===== config.mk =====
export PLATFORM = sky130hd
export DESIGN_NAME = wb_master_skid_bridge
export DESIGN_NICKNAME = d
export VERILOG_FILES = /design/src/rtl/wb_master_skid_bridge.sv
export SDC_FILE = /design/constraint.sdc
export NUM_CORES = 1
export LEC_CHECK = 0
export CORE_MARGIN = 4
export CORE_UTILIZATION = 44
export CTS_CLUSTER_DIAMETER = 80
export CTS_CLUSTER_SIZE = 28
export DETAILED_ROUTE_END_ITERATION = 8
export GPL_TIMING_DRIVEN = 0
export PLACE_DENSITY = 0.81
export SLEW_MARGIN = 25
export SYNTH_ARGS = -nofsm -noshare
export SYNTH_HDL_FRONTEND = slang
export SYNTH_SLANG_ARGS = --single-unit

===== constraint.sdc =====
create_clock -name clk -period 3 [get_ports clk]
set_input_delay 0.45 -clock clk [delete_from_list [all_inputs] [get_ports clk]]
set_output_delay 0.45 -clock clk [all_outputs]
set_load 0.01 [all_outputs]

===== src/rtl/wb_master_skid_bridge.sv =====
// wb_master_skid_bridge: pipelined Wishbone master to flat slave bridge with 2-entry skid buffer, outstanding limit and watchdog.
// Define WB_BRIDGE_STATS_EN to add saturating req_count/timeout_count outputs.
module wb_master_skid_bridge #(
    parameter int MAX_OUTSTANDING = 4,
    parameter int TIMEOUT_CYCLES  = 256,
    parameter int CNT_W           = 4
) (
    input  logic             clk,
    input  logic             reset_n,
    input  logic             wb_cyc,
    input  logic             wb_stb,
    input  logic             wb_we,
    input  logic [3:0]       wb_sel,
    input  logic [29:0]      wb_addr,
    input  logic [31:0]      wb_mosi_data,
    output logic             wb_ack,
    output logic             wb_err,
    output logic             wb_stall,
    output logic [31:0]      wb_miso_data,
    output logic             cyc,
    output logic             stb,
    output logic             we,
    output logic [3:0]       sel,
    output logic [29:0]      addr,
    output logic [31:0]      mosi_data,
    input  logic             ack,
    input  logic             err,
    input  logic             stall,
    input  logic [31:0]      miso_data,
    output logic [CNT_W-1:0] outstanding,
    output logic             timeout
`ifdef WB_BRIDGE_STATS_EN
    ,
    output logic [15:0]      req_count,
    output logic [7:0]       timeout_count
`endif
);
    localparam int WD_W = TIMEOUT_CYCLES > 2 ? $clog2(TIMEOUT_CYCLES) : 1;
    typedef enum logic [1:0] {IDLE, ACTIVE, ABORT} state_t;
    state_t state, state_nx;
    logic or_v, sr_v, sr_v_nx, sr_we;
    logic [3:0] sr_sel;
    logic [29:0] sr_addr;
    logic [31:0] sr_data;
    logic [WD_W-1:0] wd;
    logic busy, acc, issue, resp, run, expire, flush, or_free;
    assign busy    = outstanding != '0;
    assign stb     = or_v & (outstanding < CNT_W'(MAX_OUTSTANDING)) & (state == ACTIVE);
    assign issue   = stb & !stall;
    assign acc     = wb_cyc & wb_stb & !wb_stall;
    // Responses count only while the flat cycle is live and something is actually owed.
    assign resp    = (ack | err) & cyc & wb_cyc & busy;
    assign run     = (state == ACTIVE) & wb_cyc & busy & !(ack | err);
    assign expire  = run & (TIMEOUT_CYCLES != 0) & (wd == WD_W'(TIMEOUT_CYCLES - 1));
    assign flush   = !wb_cyc | expire;
    assign or_free = !or_v | issue;
    assign sr_v_nx = !flush & !or_free & (sr_v | acc);
    always_comb begin
        state_nx = !wb_cyc ? IDLE : state == IDLE ? ACTIVE : expire ? ABORT : state;
    end
    always_ff @(posedge clk or negedge reset_n) begin
        if (!reset_n) begin
            state        <= IDLE;
            cyc          <= 1'b0;
            or_v         <= 1'b0;
            sr_v         <= 1'b0;
            we           <= 1'b0;
            sel          <= '0;
            addr         <= '0;
            mosi_data    <= '0;
            sr_we        <= 1'b0;
            sr_sel       <= '0;
            sr_addr      <= '0;
            sr_data      <= '0;
            wb_ack       <= 1'b0;
            wb_err       <= 1'b0;
            wb_stall     <= 1'b0;
            wb_miso_data <= '0;
            outstanding  <= '0;
            timeout      <= 1'b0;
            wd           <= '0;
        end else begin
            state        <= state_nx;
            cyc          <= state_nx == ACTIVE;
            wb_stall     <= sr_v_nx | (state_nx == ABORT);
            wb_ack       <= ack & !err & resp;
            wb_err       <= (err & resp) | expire;
            timeout      <= expire;
            wd           <= run & !expire ? wd + 1'b1 : '0;
            outstanding  <= flush || state != ACTIVE ? '0 :
                            issue & !resp ? outstanding + 1'b1 :
                            resp & !issue ? outstanding - 1'b1 : outstanding;
            sr_v         <= sr_v_nx;
            or_v         <= !flush & (or_free ? sr_v | acc : 1'b1);
            if (ack)
                wb_miso_data <= miso_data;
            // A free output register always takes the oldest pending request: skid first, then the new accept.
            if (or_free) begin
                we        <= sr_v ? sr_we : wb_we;
                sel       <= sr_v ? sr_sel : wb_sel;
                addr      <= sr_v ? sr_addr : wb_addr;
                mosi_data <= sr_v ? sr_data : wb_mosi_data;
            end
            if (!or_free && acc) begin
                sr_we   <= wb_we;
                sr_sel  <= wb_sel;
                sr_addr <= wb_addr;
                sr_data <= wb_mosi_data;
            end
        end
    end
`ifdef WB_BRIDGE_STATS_EN
    always_ff @(posedge clk or negedge reset_n) begin
        if (!reset_n) begin
            req_count     <= '0;
            timeout_count <= '0;
        end else begin
            if (issue && req_count != '1)
                req_count <= req_count + 1'b1;
            if (expire && timeout_count != '1)
                timeout_count <= timeout_count + 1'b1;
        end
    end
`endif
endmodule


* Word level (Yosys, flattened, before mapping)
Index checks and enable logic that the tools add are counted.
Word-level totals: bits of input ports 106, register bits 187, word-level logic and storage cells 83
Operators by class: bitwise logic cells 27, muxes and demuxes 12, magnitude comparators 1, equal/unequal tests 5, reduce and logical (&&, ||, !) cells 16, $add $sub $neg 3
Operator list (count):
- $mux 32 | 1
- $mux 30 | 1
- $and 1x1->1 | 21
- $mux 4 | 4
- $logic_not 1->1 | 11
- $add 8x1->8 const B | 1
- $eq 8x8->1 const B | 1
- $mux 8 | 1
- $mux 2 | 3
- $or 1x1->1 | 6
- $add 4x1->4 const B | 1
- $eq 2x1->1 const B | 2
- $lt 4x3->1 const B | 1
- $reduce_bool 4->1 | 1
- $sub 4x1->4 const B | 1
- $reduce_bool 3->1 | 1
- $eq 2x2->1 const B | 1
- $logic_not 2->1 | 1
- $mux 1 | 2
- $ne 2x1->1 const B | 1
- $logic_and 1x1->1 | 1
- $logic_or 1x1->1 | 1

* Longest topological paths before layout
Gate-level depths: netlist of the first run.
depth in word-level cells 10, depth in mapped cells 10, depth with buffers taken out 9

* Worst setup path before layout of the first run
OpenSTA, ideal clock, no wires.
kind flip-flop to flip-flop, from register outstanding[3], to register outstanding[3], cell stages (with the launch flop) 10, setup slack 0.531 ns, arrival time 2.343 ns, buffers on the path 0, path through dfrtp_1 nor4b_4 nand3b_2 or2_2 ha_1 a21o_1 a21oi_1 and3_1 o21ai_0 nor3b_2
On the way: word-level cells in the longest chain between the ends 7
Ends and longest elaborated chain:
- start: declaration | RTL line 30 | output logic [CNT_W-1:0] outstanding,
- start signal: assignment | RTL line 90 | outstanding <= flush || state != ACTIVE ? '0 :
- $lt 4x3->1 or $reduce_bool 4->1 (tied branches) | RTL line 48, 47
- $and 1x1->1 (on tied branches) (2 in a row) | RTL line 48, 53
- $and 1x1->1 (on tied branches) | RTL line 49, 54
- $and 1x1->1 (tied with other cells) | RTL line 91 | issue & !resp ? outstanding + 1'b1 :
- $mux 4 (tied with other cells) | RTL line 91
- $mux 4 or $reduce_bool 3->1 (tied branches)
Parallel ways exist; a longest one is shown, timed or not. The select of a mux whose other input is x is not followed. A chain may end at the register's enable or synchronous reset.

* Worst setup path after layout of the first run
Same ends and word-level chain as after synthesis.

==> results.json, run 1 <==
{
  "status": "finished clean",
  "overflow": 0,
  "crit_type": "reg -> reg",
  "multi_input_area_sq_um": 2910,
  "cts_resized": 0,
  "cp-start-kind": "register",
  "reg2reg_from": "outstanding[3]",
  "grt_pass1_vias": 5732,
  "setup-violations-final": 0,
  "hold_depth": 3,
  "ir_worst_vdd_v": 0.000410,
  "hold_start": "wb_cyc",
  "core_area_sq_um": 17400,
  "fp-row-count": 48,
  "use_met1_pct": 24.5,
  "hold_end": "wb_stall",
  "cts_buffers": 17,
  "viasPerCell": 5.09,
  "start_util_pct": 45.0,
  "reg2regPathDepth": 9,
  "post_dp_cell_area_sq_um": 10300,
  "dpl_worst_slack_ns": 0.125,
  "hold_path_class": "in -> reg",
  "root_buffer": "clkbuf_16",
  "setup_ws_ns": 0.375,
  "max_slew_margin_pct": 48.4,
  "reg2reg_to": "outstanding[3]",
  "syn_inst": 602,
  "grt_pass1_wl_um": 29700,
  "p_leak_nw": 4.49,
  "period_share_pct": 87.5,
  "synth.top_cell.area_share_pct": 59.9,
  "antenna_found_initial": 1,
  "synth.most_common_cell": "dfrtp_1",
  "grt.total_usage_pct": 18.7,
  "cp.required_ns": 3.30,
  "cts_max_level": 4,
  "die_area_sq_um": 20000,
  "max_freq_mhz": 381,
  "dr.pass1.iters": 6,
  "drv_cap": 0,
  "clk_path_buf_depth": 2,
  "tightestPinTransition_ns": 0.775,
  "syn-mean-instance-area_sq_um": 13.0,
  "diodes": 0,
  "use_met3_pct": 5.26,
  "ys_seq_area_share_pct": 59.9,
  "rrSetupSlack_ns": 0.37,
  "dieWidth_um": 141,
  "ctsHoldBuffers": 1,
  "arrival_ns": 2.93,
  "fin_nets": 946,
  "yosys.area.top_type": "dfrtp_1",
  "synth-edff-count": 0,
  "ant_nets": 0,
  "fp.dieH_um": 141,
  "insertion_delay_ns": 0.42,
  "cts_sinks": 187,
  "end_kind": "register",
  "fin_worst_skew_ns": 0.00903,
  "synth_common_cells": "187 x dfrtp_1, 81 x nor2_1, 70 x a21oi_1",
  "yosysUniqueCellTypes": 42,
  "place_hpwl_um": 13100,
  "ys.flop_type": "dfrtp_1",
  "vias": 5462,
  "finalPower_mw": 6.63,
  "path_clk_slew_ns": 0.06,
  "crit_fanout": 6,
  "tritoncts": "done",
  "finalHoldViolCount": 0,
  "gp_congestion": 0.796,
  "grt_max_degree": 77,
  "ys_ff_latch": 187,
  "finalWirelength_um": 18300,
  "drt_first_iter_violations": 149,
  "drc_errors": 0,
  "portBuffers": 212,
  "p_per_area_nw_per_um2": 608,
  "wl_per_cell_um": 17.0,
  "finalInstanceArea_sq_um": 10900,
  "syn_nets": 712,
  "fillers": 1369,
  "drive_gt1_share_pct": 16.4,
  "post_cts_buffers": 0,
  "rsz0062_at_grt": "no",
  "async_reset_ff_share_pct": 100,
  "yosys-top-cells-area": "dfrtp_1 60%, mux2_2 9.9%, mux2i_1 8.7%, a21oi_1 4.5%, mux2_1 4.3%",
  "seq_area_sq_um": 4680,
  "synthToLayoutAreaGrowth_pct": 39.6,
  "met2_usage_pct": 30.8,
  "netlist_area_sq_um": 7810,
  "yosysWarnings": 0,
  "slew_violations": 0,
  "grt_most_used_layer": "met2",
  "io_pins": 215,
  "fin_crit_ns": 2.63
}
## registers in the layout (all words and copies together) (netlist names), 2 cells and up
register	count
mosi_data	32
sr_data	32
wb_miso_data	32
addr	30
sr_addr	30
wd	8
outstanding	4
sel	4
sr_sel	4
state	2
## metrics by stage
| stage | hold WS (ns) | TNS, ns | util [%] | cells |
|---|---|---|---|---|
| after floorplan | 0.154 | 0 | - | 602 |
| after global placement | 0.471 | -1181.66 | 58.9 | 1039 |
| after detailed placement | 0.399 | 0 | 59.2 | 1041 |
| after CTS | 0.323 | 0 | 62.9 | 1074 |
| after global routing | 0.333 | 0 | 62.9 | 1074 |
| final | 0.330 | 0 | 62.9 | 1074 |
## metal layers
metal | up-vias | part of all wire, % | routed length (um)
met5 | - | 0.038 | 7
met4 | 2 | 1.5 | 282
met3 | 17 | 5.4 | 985
met2 | 130 | 49 | 9040
met1 | 2741 | 44 | 7990
li1 | 2572 | - | -
## power breakdown
group | switching, mW | internal, mW | total [mW]
Combinational | 0.454 | 0.686 | 1.14
Sequential | 0.208 | 2.92 | 3.13
Clock | 1.00 | 1.36 | 2.36
Total | 1.66 | 4.97 | 6.63
## cells by family (layout without fill, tap and decap cells)
kind of cell | after synthesis | in the layout | share of synthesized area (%)
AOI/OAI and AO/OA | 81 | 81 | 5.51
xor gates and xnor gates | 8 | 8 | 1.14
adders and majority gates | 4 | 4 | 0.737
buffers and inverters | 41 | 288 | 2.95
DFF | 187 | 187 | 59.9
muxes | 167 | 167 | 23.0
and+or+nand+nor | 114 | 114 | 6.82
## area by class of cell
cell class,instances,area share [%]
flip-flops and latches,187,42.9
multi-input cells,374,26.6
repair buffers,215,20.1
clock buffers,19,4.06
well taps,225,2.58
plain buffers,34,1.87
clock inverters,13,1.64
inverters,7,0.241
## worst max-delay path: stages, from the launching register on
cell      delay, ns
dfrtp_1        0.46
nor4b_4        0.38
nand3b_2       0.21
or2_2          0.37
ha_1           0.28
a21o_1         0.18
a21oi_1        0.19
and3_1         0.20
o21ai_0        0.08
nor3b_2        0.16
## worst max-delay path by stage
stage                        start              to  slack [ns]  cells past startpoint
floorplan           outstanding[3]  outstanding[3]        0.53                      9
global placement           reset_n     sr_data[13]       -6.33                      1
detailed placement             err  outstanding[3]        0.12                     10
CTS                 outstanding[3]  outstanding[3]        0.38                      9
global route        outstanding[3]  outstanding[3]        0.20                      9
finish              outstanding[3]  outstanding[3]        0.37                      9
## layout by cell type (no fill, tap or decap), types with 2 or more instances in the layout
cell type,count
bufinv_16,3
a21oi_1,70
buf_16,2
buf_4,8
xnor2_1,5
o211ai_1,2
nand3_2,2
inv_8,2
nor3_1,4
clkbuf_16,17
clkbuf_1,6
and3_1,4
nand2_1,6
nor2_1,81
clkdlybuf4s50_1,211
buf_6,4
clkinvlp_4,3
nand2b_1,2
inv_1,7
xor2_1,2
mux2_2,69
mux2_1,30
inv_6,5
mux2i_1,68
buf_1,4
nand3_1,4
ha_1,3
dfrtp_1,187
buf_2,13
o21ai_0,3
(Power assumes the default switching activity.)
==> inputs of run 2 (changes only) <==
Settings changed: CORE_ASPECT_RATIO set to 1.75, CORE_UTILIZATION 44 to 40, PLACE_DENSITY 0.81 to 0.75.
Clock period 3 ns to 2.7 ns, I/O delays scaled along.
==> run 2 against run 1 <==
Power up 8.1%. Combinational power up 11%. Worst setup slack worse by 0.23 ns. Sequential power up 11%. Count of clock-buffer cells in the layout up 1. Largest power group unchanged. Clock skew down 0.0017 ns. Die area up 9.9%. Final area about the same. Core utilization down 6.0 points. Cell count up 1.8%. Register-to-register slack worse by 0.23 ns. Critical path depth unchanged.
==> results.json, run 2 (same netlist as run 1, synthesis figures left out) <==
{
  "multi_input_area_sq_um": 2920,
  "finalNonFillerCells": 1093,
  "path_clk_slew_ns": 0.07,
  "fp.dieH_um": 193,
  "drt_first_iter_violations": 222,
  "hold_ws_ns": 0.288,
  "cts_buffers": 17,
  "fp-row-count": 67,
  "status": "finished clean",
  "finalHoldViolCount": 0,
  "dr.pass1.iters": 4,
  "final_common_cell": "clkdlybuf4s50_1",
  "place_hpwl_um": 13700,
  "setup-violations-final": 0,
  "final.setup.tns_ns": 0,
  "drive_gt1_share_pct": 16.7,
  "reg2reg_to": "outstanding[3]",
  "p_per_area_nw_per_um2": 657,
  "crit_fanout": 6,
  "cp-start-kind": "register",
  "placedCellCount": 1057,
  "clk_path_buf_depth": 2,
  "fin_nets": 947,
  "tightestPinTransition_ns": 0.756,
  "cts_max_level": 4,
  "gp_congestion": 0.764,
  "dpl_worst_slack_ns": -0.112,
  "hold_path_class": "in -> reg",
  "slew_violations": 0,
  "finalWirelength_um": 18700,
  "rrSetupSlack_ns": 0.14,
  "p_leak_nw": 4.49,
  "startpoint": "outstanding[3]",
  "hold_start": "wb_cyc",
  "crit_end": "outstanding[3]",
  "overflow": 0,
  "wl_per_cell_um": 17.1,
  "synthToLayoutAreaGrowth_pct": 39.6,
  "viasPerCell": 4.99,
  "cts_sinks": 187,
  "drv_cap": 0,
  "max_slew_margin_pct": 49.6,
  "fillers": 1613,
  "dieWidth_um": 114,
  "ant_nets": 0,
  "fin_crit_ns": 2.56,
  "root_buffer": "clkbuf_16",
  "max_freq_mhz": 391,
  "die_area_sq_um": 21900,
  "io_pins": 215,
  "period_share_pct": 94.8,
  "reg2regPathDepth": 9,
  "fin_worst_skew_ns": 0.00732,
  "grt_pass1_vias": 5801,
  "portBuffers": 212,
  "core_area_sq_um": 19200,
  "antenna_found_initial": 1,
  "reg_top3": "mosi_data: 32 flops, sr_data: 32 flops, wb_miso_data: 32 flops",
  "setup_ws_ns": 0.140,
  "seq_area_sq_um": 4680,
  "cp.required_ns": 3.01,
  "grt.total_usage_pct": 17.4,
  "finalPower_mw": 7.17,
  "drc_errors": 0,
  "ir_worst_vdd_v": 0.000381,
  "reg2reg_from": "outstanding[3]",
  "tritoncts": "done",
  "start_util_pct": 40.7,
  "insertion_delay_ns": 0.42,
  "layout_common_cells": "211 x clkdlybuf4s50_1, 187 x dfrtp_1, 80 x nor2_1, 70 x a21oi_1, 69 x mux2_2",
  "rsz0062_at_grt": "no",
  "arrival_ns": 2.87,
  "grt_max_degree": 90,
  "crit_type": "reg -> reg",
  "grt_pass1_wl_um": 29700,
  "end_kind": "register",
  "vias": 5453
}
## run 2: power by group
part	internal, mW	leakage (nW)	switching, mW
clock network	1.33	0.277	1.10
logic	0.764	1.98	0.504
registers	3.24	2.23	0.225
total	5.34	4.49	1.83
## run 2: worst min path at each step
stage                           to  slack (ns)  cells past startpoint
after floorplan            addr[0]        0.11                      0
after CTS                 wb_stall        0.26                      3
final                     wb_stall        0.29                      3
after global routing      state[1]        0.28                      2
after global placement       wd[0]        0.47                      1
after detailed placement     wd[3]        0.28                      1
## run 2: final cells by class
type | instances | area share, %
tap | 241 | 2.76
antenna | 2 | 0.0459
timing repair buffer | 216 | 20.2
buffer | 34 | 1.87
clock buffer | 20 | 4.19
clock inverter | 12 | 1.07
inverter | 7 | 0.241
sequential | 187 | 42.9
multi-input combinational | 374 | 26.8
## run 2: stage by stage
stage,util (%),instance area (sq um)
detailed placement,53.6,10300
CTS,56.7,10900
global placement,53.3,10200
finish,56.8,10900
global route,56.8,10900
floorplan,-,7820
## run 2: timing repair
| item | 4_1_cts | 5_1_grt |
|---|---|---|
| buffers inserted | 0 | 1 |
| resized for setup | 0 | 3 |
| endpoints found under the hold margin | 29 | 0 |
| setup endpoints to repair | 0 | 1 |
| hold buffers | 1 | 0 |
## run 2: metal layers
layer | vias to the layer above | part of all wire, % | GRT usage [%]
li1 | 2558 | - | -
met1 | 2706 | 37 | 18.9
met2 | 158 | 54 | 31.3
met3 | 31 | 6.0 | 4.61
met4 | 0 | 3.1 | 7.77
met5 | - | 0 | 0
## run 2: critical path: stages, from the launching register on
cell      delay, ns
dfrtp_1        0.46
nor4b_4        0.39
nand3b_4       0.16
or2_2          0.35
ha_1           0.28
a21o_1         0.17
a21oi_1        0.19
and3_1         0.20
o21ai_0        0.08
nor3b_2        0.16
